`src/rtl/ksa16_sub_pipe.sv`:
```
// Three-stage pipelined Kogge-Stone subtractor (diff = a + ~b + 1) with
// valid/ready flow control and borrow/overflow/zero flags.
module ksa16_sub_pipe #(
    parameter int unsigned WIDTH = 16
) (
    input  logic             wb_clk_i,
    input  logic             wb_rst_i,
    input  logic             in_valid,
    output logic             in_ready,
    input  logic [WIDTH-1:0] a,
    input  logic [WIDTH-1:0] b,
    output logic             out_valid,
    input  logic             out_ready,
    output logic [WIDTH-1:0] diff,
    output logic             borrow,
    output logic             ovf,
    output logic             zero
);

    localparam int unsigned LEVELS = $clog2(WIDTH);
    localparam int unsigned L1     = LEVELS / 2;

    logic v0, v1, v2;
    logic adv0, adv1, adv2;

    logic [WIDTH-1:0] s0_g, s0_p;
    logic             s0_am, s0_bm;
    logic [WIDTH-1:0] s1_g, s1_p, s1_x;
    logic             s1_am, s1_bm;

    logic [WIDTH-1:0] g0_c, p0_c;
    logic [WIDTH-1:0] g1_c, p1_c;
    logic [WIDTH-1:0] g2_c, p2_c;
    logic [WIDTH-1:0] diff_c;
    logic             ovf_c;

    // Backpressure ripples from the output stage toward the input.
    assign adv2      = ~v2 | out_ready;
    assign adv1      = ~v1 | adv2;
    assign adv0      = ~v0 | adv1;
    assign in_ready  = adv0;
    assign out_valid = v2;

    // Generate/propagate for a + ~b, with the +1 carry-in folded into bit 0.
    always_comb begin
        g0_c    = a & ~b;
        p0_c    = a ^ ~b;
        g0_c[0] = g0_c[0] | p0_c[0];
    end

    // Lower prefix levels; walking i downward keeps level-l operands unmodified.
    always_comb begin
        g1_c = s0_g;
        p1_c = s0_p;
        for (int l = 0; l < int'(L1); l++) begin
            for (int i = int'(WIDTH) - 1; i >= (1 << l); i--) begin
                g1_c[i] = g1_c[i] | (p1_c[i] & g1_c[i - (1 << l)]);
                p1_c[i] = p1_c[i] & p1_c[i - (1 << l)];
            end
        end
    end

    // Upper prefix levels, sum and flags.
    always_comb begin
        g2_c = s1_g;
        p2_c = s1_p;
        for (int l = int'(L1); l < int'(LEVELS); l++) begin
            for (int i = int'(WIDTH) - 1; i >= (1 << l); i--) begin
                g2_c[i] = g2_c[i] | (p2_c[i] & g2_c[i - (1 << l)]);
                p2_c[i] = p2_c[i] & p2_c[i - (1 << l)];
            end
        end
        diff_c = s1_x ^ {g2_c[WIDTH-2:0], 1'b1};
        ovf_c  = (s1_am != s1_bm) && (diff_c[WIDTH-1] != s1_am);
    end

    // Data registers load only with a valid op so bubbles never carry X forward.
    always_ff @(posedge wb_clk_i) begin
        if (wb_rst_i) begin
            v0     <= 1'b0;
            v1     <= 1'b0;
            v2     <= 1'b0;
            s0_g   <= '0;
            s0_p   <= '0;
            s0_am  <= 1'b0;
            s0_bm  <= 1'b0;
            s1_g   <= '0;
            s1_p   <= '0;
            s1_x   <= '0;
            s1_am  <= 1'b0;
            s1_bm  <= 1'b0;
            diff   <= '0;
            borrow <= 1'b0;
            ovf    <= 1'b0;
            zero   <= 1'b0;
        end else begin
            if (adv0) begin
                v0 <= in_valid;
                if (in_valid) begin
                    s0_g  <= g0_c;
                    s0_p  <= p0_c;
                    s0_am <= a[WIDTH-1];
                    s0_bm <= b[WIDTH-1];
                end
            end
            if (adv1) begin
                v1 <= v0;
                if (v0) begin
                    s1_g  <= g1_c;
                    s1_p  <= p1_c;
                    s1_x  <= s0_p;
                    s1_am <= s0_am;
                    s1_bm <= s0_bm;
                end
            end
            if (adv2) begin
                v2 <= v1;
                if (v1) begin
                    diff   <= diff_c;
                    borrow <= ~g2_c[WIDTH-1];
                    ovf    <= ovf_c;
                    zero   <= (diff_c == '0);
                end
            end
        end
    end

endmodule
```
`config.mk`:
```
export PLATFORM = sky130hd
export DESIGN_NAME = ksa16_sub_pipe
export DESIGN_NICKNAME = d
export VERILOG_FILES = /design/src/rtl/ksa16_sub_pipe.sv
export SDC_FILE = /design/constraint.sdc
export NUM_CORES = 1
export LEC_CHECK = 0
export BUFFER_PORTS_ARGS = -buffer_cell sky130_fd_sc_hd__clkbuf_2
export CAP_MARGIN = 20
export CORE_MARGIN = 2
export CORE_UTILIZATION = 35
export DETAILED_ROUTE_END_ITERATION = 8
export SLEW_MARGIN = 10
export SYNTH_ARGS = -nofsm -noshare
export SYNTH_HDL_FRONTEND = slang
export SYNTH_SLANG_ARGS = --single-unit
```
`constraint.sdc`:
```
create_clock -name wb_clk_i -period 1.75 [get_ports wb_clk_i]
set_input_delay 0.2625 -clock wb_clk_i [delete_from_list [all_inputs] [get_ports wb_clk_i]]
set_output_delay 0.2625 -clock wb_clk_i [all_outputs]
set_load 0.03 [all_outputs]
```
# Yosys cells after proc, flatten, opt, wreduce, memory -nomap -nowiden
# Index checks and enable logic that the tools add are counted.
# op_classes
add_sub_neg	0
multipliers	0
div_mod_pow	0
n_lt_le_gt_ge	0
n_eq_ne	2
n_shift	0
n_mux	0
bitwise_logic	147
reduce_logical	5
# ops
cell	count
$and A1 B1 Y1	86
$or A1 B1 Y1	53
$xor A16 B16 Y16	2
$and A16 B16 Y16	1
$logic_not A16 Y1	1
$not A16 Y16	1
$reduce_and A2 Y1	3
$not A1 Y1	4
$ne A1 B1 Y1	2
$logic_and A1 B1 Y1	1
# totals
reg_bits	106
latch_bits	0
ramBits	0
romBits	0
out_inout_bits	21
memories	0

# Depth between registers and ports, before layout
# Gate-level depths: netlist of the first run.
# depth
word_depth	7
ltp_mapped	7
depth_no_buf	5

# Least setup slack after synthesis of the first run
# OpenSTA, ideal clock, no wires.
# synth_path
path_kind	register -> register
startpoint	register v2 (netlist: out_valid)
endpoint	register s0_p[13]
arrival_time_ns	1.763
required_time_ns	1.680
slack_ns	-0.083
path_stages_with_launch	8
path_buffers	2
synth_period_minus_slack_ns	1.833
path_cell_list	dfxtp_1 nor2b_1 buf_2 nand3_1 nand2_1 buf_2 nand2_1 a21oi_1
# synth_via
elab_chain_cells	5
# synth_rtl
item	line_no	rtl
start: declaration	23	logic v0, v1, v2;
start signal: assignment	117	v2 <= v1;
$not A1 Y1	38	assign adv2 = ~v2 | out_ready;
$or A1 B1 Y1	38	
$or A1 B1 Y1	39	assign adv1 = ~v1 | adv2;
$or A1 B1 Y1	40	assign adv0 = ~v0 | adv1;
named net in_ready	9	output logic in_ready,
$reduce_and A2 Y1 (no source line)	-	
end signal: assignment	101	s0_p <= p0_c;
end: declaration	26	logic [WIDTH-1:0] s0_g, s0_p;
# The timed path passes the listed nets, and every way through them passes these cells.
# A chain may end at the register's enable or synchronous reset.

# Worst setup path after layout of the first run
# layout_path
startpoint	register s1_g[0]
endpoint	register zero
# layout_via
elab_chain_cells	6
word_cells_on_any_way	8
classes_between	7 x bitwise; 1 x reduce/logical
# layout_rtl
item	line_no	rtl
start: declaration	28	logic [WIDTH-1:0] s1_g, s1_p, s1_x;
start signal: assignment	109	s1_g <= g1_c;
$and A1 B1 Y1	69	g2_c[i] = g2_c[i] | (p2_c[i] & g2_c[i - (1 << l)]);
$or A1 B1 Y1	69	
$and A1 B1 Y1	69	
$or A1 B1 Y1	69	
$xor A16 B16 Y16 *	73	diff_c = s1_x ^ {g2_c[WIDTH-2:0], 1'b1};
$logic_not A16 Y1 *	122	zero <= (diff_c == '0);
end signal: assignment	122	
end: declaration	17	output logic zero
# Every way passes the cells marked *; elsewhere a longest branch is shown, timed or not.

==> results of run 1 <==
[registers in the layout, summed over array words and instances (netlist names), 13 cells and up]
signal and cells:
s1_x 15, s0_p 16, s1_p 13, diff 16
s1_g 16, s0_g 16
[worst min-delay path by stage]
stage	end	depth (start not counted)
finish	s0_am	3
global route	s0_am	3
CTS	s0_am	3
detailed placement	diff[14]	2
global placement	diff[14]	2
floorplan	s0_am	2
[per-layer routing]
layer | routed length (µm) | share of wire (%)
met1 | 5140 | 51
met2 | 4340 | 43
met3 | 492 | 4.9
met4 | 117 | 1.2
met5 | 0 | 0
[final cells by class]
type / count / share of cell area, %
clock buffer: 9 / 4.42
clock inverter: 7 / 1.08
inverter: 19 / 1.40
multi-input combinational: 399 / 41.1
sequential: 102 / 40.0
tap: 168 / 4.12
timing repair buffer: 64 / 7.90
[power by group]
part | switching, mW | internal [mW] | leakage [nW]
Clock | 0.874 | 0.979 | 0.133
Sequential | 0.0928 | 2.41 | 0.832
Combinational | 0.279 | 0.185 | 1.04
Total | 1.25 | 3.58 | 2.00
[worst max-delay path: stages, from the launching register on]
cell and delay, ns:
dfxtp_1 0.35, a21o_1 0.22, a211oi_1 0.36, o22ai_1 0.13, nor4_1 0.31, a21o_1 0.17
[synthesized netlist by cell type, drive strengths merged, types with 2 or more instances]
cell / number
dfxtp: 102
a211oi: 11
o21ai: 12
ha: 16
xor2: 2
nand2: 126
nor3b: 2
o22ai: 2
nand4: 3
nor2: 50
a21oi: 96
a311oi: 2
xnor2: 6
nand3: 9
buf: 15
a21o: 8
nor2b: 2
or3: 7
a21boi: 8
inv: 19
nor3: 20
clkbuf: 16
o211ai: 8
[cell families after synthesis]
logic type / after synthesis / synth area share, %
compound gates: 151 / 20.3
xor+xnor: 8 / 1.61
fa+ha+maj: 16 / 4.60
buf+inv: 50 / 5.03
flops: 102 / 46.9
simple gates: 224 / 21.5
[stage by stage]
step	instance area [µm²]	utilization [%]	power (mW)
finish	5100	42.3	4.82
detailed placement	4820	40.0	3.02
global placement	4820	40.0	3.01
floorplan	4360	-	2.85
global route	5100	42.3	5.06
CTS	5100	42.3	4.88
[cells in the final DEF (no fill, tap or decap), types with 2 or more instances in the layout]
cell type and instances:
nor2b_1 2, nor2_1 50, nor3b_1 2, a311oi_1 2, nor3_1 20, o211ai_1 8
nand3_1 8, nand4_1 3, inv_6 3, ha_1 16, o22ai_1 2, xnor2_1 6
a21boi_0 6, a21oi_1 95, a21o_1 8, dfxtp_1 102, clkinvlp_4 2, buf_12 5
xor2_1 2, nand2_1 126, a211oi_1 11, o21ai_0 12, clkbuf_16 9, buf_4 3
or3_1 6, inv_1 19, clkbuf_2 55
==> results.ini, run 1 <==
[cts]
clk_pin_slew_ns=0.07
post_cts_buffers=0
cts_hold_buf=0
post_cts_resized=0
cts-root-buf=clkbuf_16
cts_buffer_depth=2
cts_tree=done
cts_buffers=9
numClockSinks=102
clk_latency_ns=0.34
htreeDepth=3

[global_routing]
met1_usage_pct=23.0
grt_pass1_wl_um=16700
grt_pass1_vias=3407
grt-ovfl-total=0
grtUsageMet3_pct=3.66
grt.total_usage_pct=15.9
grt_max_degree=103
grt_util_met2_pct=23.7
top_usage_layer=met2
antenna_found_initial=0

[layout]
multi_input_area_um2=2090
fillers=1248
drive_gt1_share_pct=14.5
area_growth_pct=17.3
final_cells=768
nNetsFinal=647
insertedDiodeCount=0
regArea_um2=2040

[drt]
vias=3699
drt_pass1_iterations=4
antenna_left=0
vias_per_cell=4.82
drt-total-wl_um=10100
remaining_drc_errors=0
detail_route.wl_per_cell_um=13.1
first_iter_violations=272

[sta]
fin_setup_tns_ns=0
rsz0062_at_grt=no
hold_violations=0
setup_violations=0
slew_violations=0
slew_headroom_pct=69.3
period_needed_ns=1.59
worstMarginPinSlew_ns=0.461
setup_ws_ns=0.158
worst_clock_skew_ns=0.0110
fin_crit_sh_pct=91.0
fmax_mhz=628
whs_ns=0.171

[setup_path]
critPathLaunch=s1_g[0]
critical_path_class=register to register
critPathArrivalTime_ns=1.87
ff2ff_path_depth=5
reg2reg_to=zero
r2r_slack_ns=0.16
cp.required_ns=2.03
reg2reg_from=s1_g[0]
endpoint_kind=register
crit_path_end=zero
critPathLaunchType=register
crit_path_max_fanout=4

[floorplanning]
die_y_um=115
ios=57
core_um2=12100
die_w_um=115
die_area_um2=13300
num_rows=40
initial_core_util_pct=36.1

[yosys]
synthCells=551
synth_ff_type=dfxtp_1
synth_area_um2=4350
avgSynthCellArea_um2=7.90
synth-edff-count=0
yosysTopAreaCell=dfxtp_1
synth_top_area_share_pct=46.9
synthesis.nets=603
synth_top_cells_by_area=dfxtp_1 47%, a21oi_1 11%, nand2_1 11%
ys.warnings.count=0
ys_ff_latch=102
synth.distinct_cells=37
synthArstFlopShare_pct=0
yosysSeqAreaShare_pct=46.9

[hold_path]
min_from=a[15]
worstHoldPathType=input pin to register

[placement]
post-place-ws_ns=0.168
gp_congestion=0.847
port_buffers=56
dp.final_hpwl_um=7450
dp_cells=752

[power_and_ir_drop]
powerDensity_nw_per_um2=945
ir_worst_vdd_mv=0.438
p_leak_nw=2.00

[run_status]
status=completed

[job]
max-cap-violations=0

No activity file was read; power rests on OpenSTA's default activity.
==> run 2, diff against run 1 <==
--- a/config.mk
+++ b/config.mk
@@ -6,7 +6,6 @@
 export NUM_CORES = 1
 export LEC_CHECK = 0
 export BUFFER_PORTS_ARGS = -buffer_cell sky130_fd_sc_hd__clkbuf_2
-export CAP_MARGIN = 20
 export CORE_MARGIN = 2
 export CORE_UTILIZATION = 35
 export DETAILED_ROUTE_END_ITERATION = 8
==> constraint.sdc (replaced) <==
create_clock -name wb_clk_i -period 2 [get_ports wb_clk_i]
set_input_delay 0.3 -clock wb_clk_i [delete_from_list [all_inputs] [get_ports wb_clk_i]]
set_output_delay 0.3 -clock wb_clk_i [all_outputs]
set_load 0.03 [all_outputs]
==> results.ini, run 2 (synthesis results as in run 1) <==
[sta]
worstMarginPinSlew_ns=0.466  ; +0.00465 ns
setup_violations=0  ; unchanged
worst_clock_skew_ns=0.0109  ; -0.0000218 ns
fin_setup_tns_ns=0  ; unchanged
fin_crit_sh_pct=81.0  ; -10 points
hold_violations=0  ; unchanged
period_needed_ns=1.62  ; +0.0280 ns
slew_violations=0  ; unchanged
whs_ns=0.221  ; +0.0495 ns
fmax_mhz=617  ; -1.7%
slew_headroom_pct=68.6  ; -0.64 points
rsz0062_at_grt=no

[global_routing]
grt_pass1_vias=3416  ; +0.26%
grt_max_degree=78  ; -24%
grtUsageMet3_pct=2.72  ; -0.94 points
grt_pass1_wl_um=17000  ; +1.7%
grt-ovfl-total=0  ; unchanged
grt.total_usage_pct=15.9  ; +0.028 points
grt_util_met2_pct=23.1  ; -0.55 points
met1_usage_pct=24.0  ; +1.0 points
antenna_found_initial=0  ; unchanged
top_usage_layer=met1

[floorplanning]
die_area_um2=13300  ; unchanged
initial_core_util_pct=36.1  ; unchanged
core_um2=12100  ; unchanged
ios=57  ; unchanged
die_y_um=115  ; unchanged
die_w_um=115  ; unchanged
num_rows=40  ; unchanged

[setup_path]
critPathLaunchType=register
crit_path_max_fanout=3  ; -1
endpoint_kind=register
crit_path_max_incr_delay_ns=0.38  ; +0.02 ns
crit_path_end=zero
critPathLaunch=s1_g[5]
cp_top_family=compound AO/OA/AOI/OAI gates
path_buf_inv=0  ; unchanged
r2r_slack_ns=0.38  ; +0.22 ns
reg2reg_to=zero
crit_cells=5  ; unchanged
ff2ff_path_depth=5  ; unchanged
cp.required_ns=2.29  ; +0.26 ns
reg2reg_from=s1_g[5]
worstPathCellList=a21oi_1 > a21boi_0 > or3_1 > a222oi_1 > a21o_1
cpMaxStageDelayCell=or3_1
critical_path_class=register to register
critPathArrivalTime_ns=1.91  ; +0.04 ns

[run_status]
status=completed

[cts]
clk_pin_slew_ns=0.07  ; about the same
numClockSinks=102  ; unchanged
cts_hold_buf=0  ; unchanged
post_cts_buffers=0  ; unchanged
cts_buffers=9  ; unchanged
cts-root-buf=clkbuf_16
cts_tree=done
clk_latency_ns=0.35  ; about the same
post_cts_resized=0  ; unchanged
cts_buffer_depth=2  ; unchanged
htreeDepth=3  ; unchanged

[layout]
nNetsFinal=647  ; unchanged
final_common_cell=nand2_1
insertedDiodeCount=0  ; unchanged
area_growth_pct=17.2  ; about the same
drive_gt1_share_pct=14.3  ; -0.17 points
layout_common_cells=126 x nand2_1, 102 x dfxtp_1, 95 x a21oi_1

[drt]
vias_per_cell=4.87  ; +1.1%
antenna_left=0  ; unchanged
vias=3739  ; +1.1%
drt-total-wl_um=10100  ; about the same
drt_pass1_iterations=4  ; unchanged
detail_route.wl_per_cell_um=13.1  ; about the same
first_iter_violations=230  ; -15%
remaining_drc_errors=0  ; unchanged

[power_and_ir_drop]
ir_worst_vdd_mv=0.454  ; +3.6%
p_leak_nw=2.01  ; +0.41%
powerDensity_nw_per_um2=840  ; -11%

[placement]
gp_congestion=0.852  ; +0.63%
dp.final_hpwl_um=7380  ; -0.98%
port_buffers=56  ; unchanged

[hold_path]
worstHoldPathType=input pin to register
min_from=a[15]

[job]
max-cap-violations=0  ; unchanged

[run 2: cell type report]
| cell class | instances | area, µm² |
|---|---|---|
| Inverter | 19 | 71.3 |
| Multi-Input combinational cell | 399 | 2090 |
| Sequential cell | 102 | 2040 |
| Timing Repair Buffer | 64 | 390 |
| Clock buffer | 10 | 239 |
| Clock inverter | 6 | 55.1 |
| Fill cell | 1235 | 6960 |
| Tap cell | 168 | 210 |
[run 2: worst register-to-register path: cells and delay by family, from the launching register on]
family	cells	cell delay [ns]
compound gates	4	0.85
flops	1	0.34
simple gates	1	0.38
[run 2: metrics by stage]
stage / area, µm² / power, mW / cells / setup slack, ns / utilization (%)
floorplan: 4350 / 2.50 / 551 / 0.167 / -
global placement: 4800 / 2.63 / 752 / 0.423 / 39.8
detailed placement: 4800 / 2.64 / 752 / 0.417 / 39.8
CTS: 5100 / 4.32 / 768 / 0.377 / 42.3
global route: 5100 / 4.47 / 768 / 0.262 / 42.3
finish: 5100 / 4.28 / 768 / 0.380 / 42.3
[run 2: worst min path at each step]
stage                          end  slack (ns)  cells after the start
after global routing         s0_bm        0.24                      3
after CTS                    s0_am        0.21                      3
after floorplan              s1_am        0.43                      2
final                        s0_am        0.22                      3
after global placement    diff[13]        0.44                      2
after detailed placement  diff[13]        0.45                      2
[run 2: power breakdown]
group	leakage (nW)	internal [mW]	switching [mW]	total, mW
logic	1.03	0.159	0.242	0.401
clock network	0.145	0.900	0.788	1.69
registers	0.832	2.11	0.0827	2.19
[run 2: routing by layer]
metal	wire, µm	vias up
met1	5310	1691
met4	106	0
li1	-	1964
met2	4200	76
met5	0	-
met3	455	8
==> run 3, diff against run 2 <==
==> constraint.sdc (replaced) <==
create_clock -name wb_clk_i -period 1.6 [get_ports wb_clk_i]
set_input_delay 0.24 -clock wb_clk_i [delete_from_list [all_inputs] [get_ports wb_clk_i]]
set_output_delay 0.24 -clock wb_clk_i [all_outputs]
set_load 0.03 [all_outputs]
==> results.ini, run 3 (synthesis results as in run 1) <==
[sta]
period_needed_ns=1.58  ; -0.0406 ns
worst_clock_skew_ns=0.00888  ; -0.00206 ns
setup_violations=0  ; unchanged
slew_violations=0  ; unchanged
fmax_mhz=633  ; +2.6%
worstMarginPinSlew_ns=0.453  ; -0.0133 ns
slew_headroom_pct=69.8  ; +1.2 points
hold_violations=0  ; unchanged
fin_crit_sh_pct=98.7  ; +18 points
rsz0062_at_grt=yes

[drt]
drt_pass1_iterations=5  ; +1
vias=3787  ; +1.3%
drt-total-wl_um=10000  ; -0.56%
detail_route.wl_per_cell_um=12.9  ; -1.5%
first_iter_violations=293  ; +27%
antenna_left=0  ; unchanged
remaining_drc_errors=0  ; unchanged
vias_per_cell=4.89  ; +0.37%

[floorplanning]
die_y_um=115  ; unchanged
core_um2=12100  ; unchanged
ios=57  ; unchanged
die_w_um=115  ; unchanged
die_area_um2=13300  ; unchanged
num_rows=40  ; unchanged
initial_core_util_pct=36.1  ; unchanged

[job]
max-cap-violations=0  ; unchanged

[cts]
clk_pin_slew_ns=0.07  ; about the same
cts_buffers=9  ; unchanged
cts_buffer_depth=2  ; unchanged
numClockSinks=102  ; unchanged
htreeDepth=3  ; unchanged
cts-root-buf=clkbuf_16
cts_hold_buf=0  ; unchanged
cts_tree=done
clk_latency_ns=0.34  ; about the same

[setup_path]
critPathArrivalTime_ns=1.83  ; -0.08 ns
cp.required_ns=1.85  ; -0.44 ns
critPathLaunchType=register
endpoint_kind=register
critical_path_class=register to register
crit_path_max_fanout=4  ; +1

[placement]
dp.final_hpwl_um=7220  ; -2.1%
place_area_um2=4870  ; +1.4%
port_buffers=56  ; unchanged
gp_congestion=0.855  ; +0.39%

[power_and_ir_drop]
powerDensity_nw_per_um2=1030  ; +23%
internal_power_mw=4.07  ; +29%
clockPowerShare_pct=39.6  ; +0.2 points
p_leak_nw=2.07  ; +2.7%
combPwrFrac_pct=9.9  ; +0.5 points
p_switching_mw=1.34  ; +20%
power_mw=5.41  ; +26%
seq_power_share_pct=50.6  ; -0.6 points
ir_worst_vdd_mv=0.597  ; +32%
swShare_pct=24.8  ; -1.2 points

[global_routing]
grt-ovfl-total=0  ; unchanged
grt_pass1_wl_um=16500  ; -2.8%
grt.total_usage_pct=15.6  ; -0.28 points
grt_pass1_vias=3397  ; -0.56%
antenna_found_initial=0  ; unchanged
grt_max_degree=103  ; +32%

[layout]
multi_input_area_um2=2140  ; +2.5%
drive_gt1_share_pct=16.8  ; +2.5 points
insertedDiodeCount=0  ; unchanged
regArea_um2=2050  ; +0.24%
layout_common_cells=126 x nand2_1, 100 x dfxtp_1, 94 x a21oi_1
fillers=1200  ; -2.8%
nNetsFinal=654  ; +1.1%
area_growth_pct=20.4
postLayoutCellArea_um2=5240  ; +2.7%
final_common_cell=nand2_1

[run_status]
status=completed

[hold_path]
worstHoldPathType=input pin to register

-- run 3: changes by cell type in the layout (fill, tap and decap cells not counted), moves of 2 or more --
| cell | before | now |
|---|---|---|
| a211oi_1 | 11 | 8 |
| a211oi_2 | 0 | 3 |
| a21boi_0 | 6 | 4 |
| a21boi_2 | 1 | 3 |
| buf_12 | 4 | 6 |
| buf_4 | 4 | 9 |
| clkbuf_1 | 0 | 2 |
| clkinv_4 | 4 | 2 |
| dfxtp_1 | 102 | 100 |
-- run 3: per-stage QoR --
stage	utilization, %	hold WS [ns]	cells	worst slack, ns	TNS, ns
finish	43.4	0.154	775	0.0206	0
global route	43.4	0.169	775	-0.0273	-0.0273
CTS	42.9	0.152	773	0.00370	0
detailed placement	40.4	0.448	757	-0.0657	-0.472
global placement	40.4	0.442	757	-0.00859	-0.0133
floorplan	-	0.376	551	0.0122	0
-- run 3: metal layers --
layer  share of wire, %  routed length, µm  vias to the layer above  track usage, %
li1                   -                  -                     1981               -
met1                 51               5090                     1705            22.5
met2                 43               4350                       97            23.4
met3                5.1                509                        4            4.08
met4               0.70                 70                        0            3.78
met5                  0                  0                        -               0
-- run 3: critical path: stages, from the launching register on --
cell and delay, ns:
dfxtp_4 0.36, a21oi_4 0.17, a21boi_2 0.08, or3_4 0.35, a211o_1 0.30, a311oi_1 0.24
-- run 3: path summary, 6_finish.rpt --
path,start,end,slack (ns),cells past startpoint
hold / removal,a[15],s0_am,0.15,3
hold reg to reg,diff[12],diff[12],0.45,2
setup reg to reg,s1_p[10],ovf,0.02,5
setup / recovery,s1_p[10],ovf,0.02,5
-- run 3: layout make-up --
type,instances,area share [%]
multi-input cells,399,40.9
flip-flops and latches,102,39.1
repair buffers,71,9.06
clock buffers,11,4.44
well taps,168,4.01
inverters,19,1.36
clock inverters,5,1.15
-- run 3: what timing repair did --
action,CTS,global route
pin swaps,0,3
gates resized for setup,2,17
setup endpoints to repair,37,3
setup buffers,0,2
-- run 3: power groups by stage --
stage	logic, mW	registers, mW	clock network (mW)
after global routing	0.604	2.75	2.29
after floorplan	0.328	2.79	0
after CTS	0.527	2.74	2.19
after global placement	0.515	2.79	0
final	0.534	2.74	2.14
after detailed placement	0.521	2.79	0
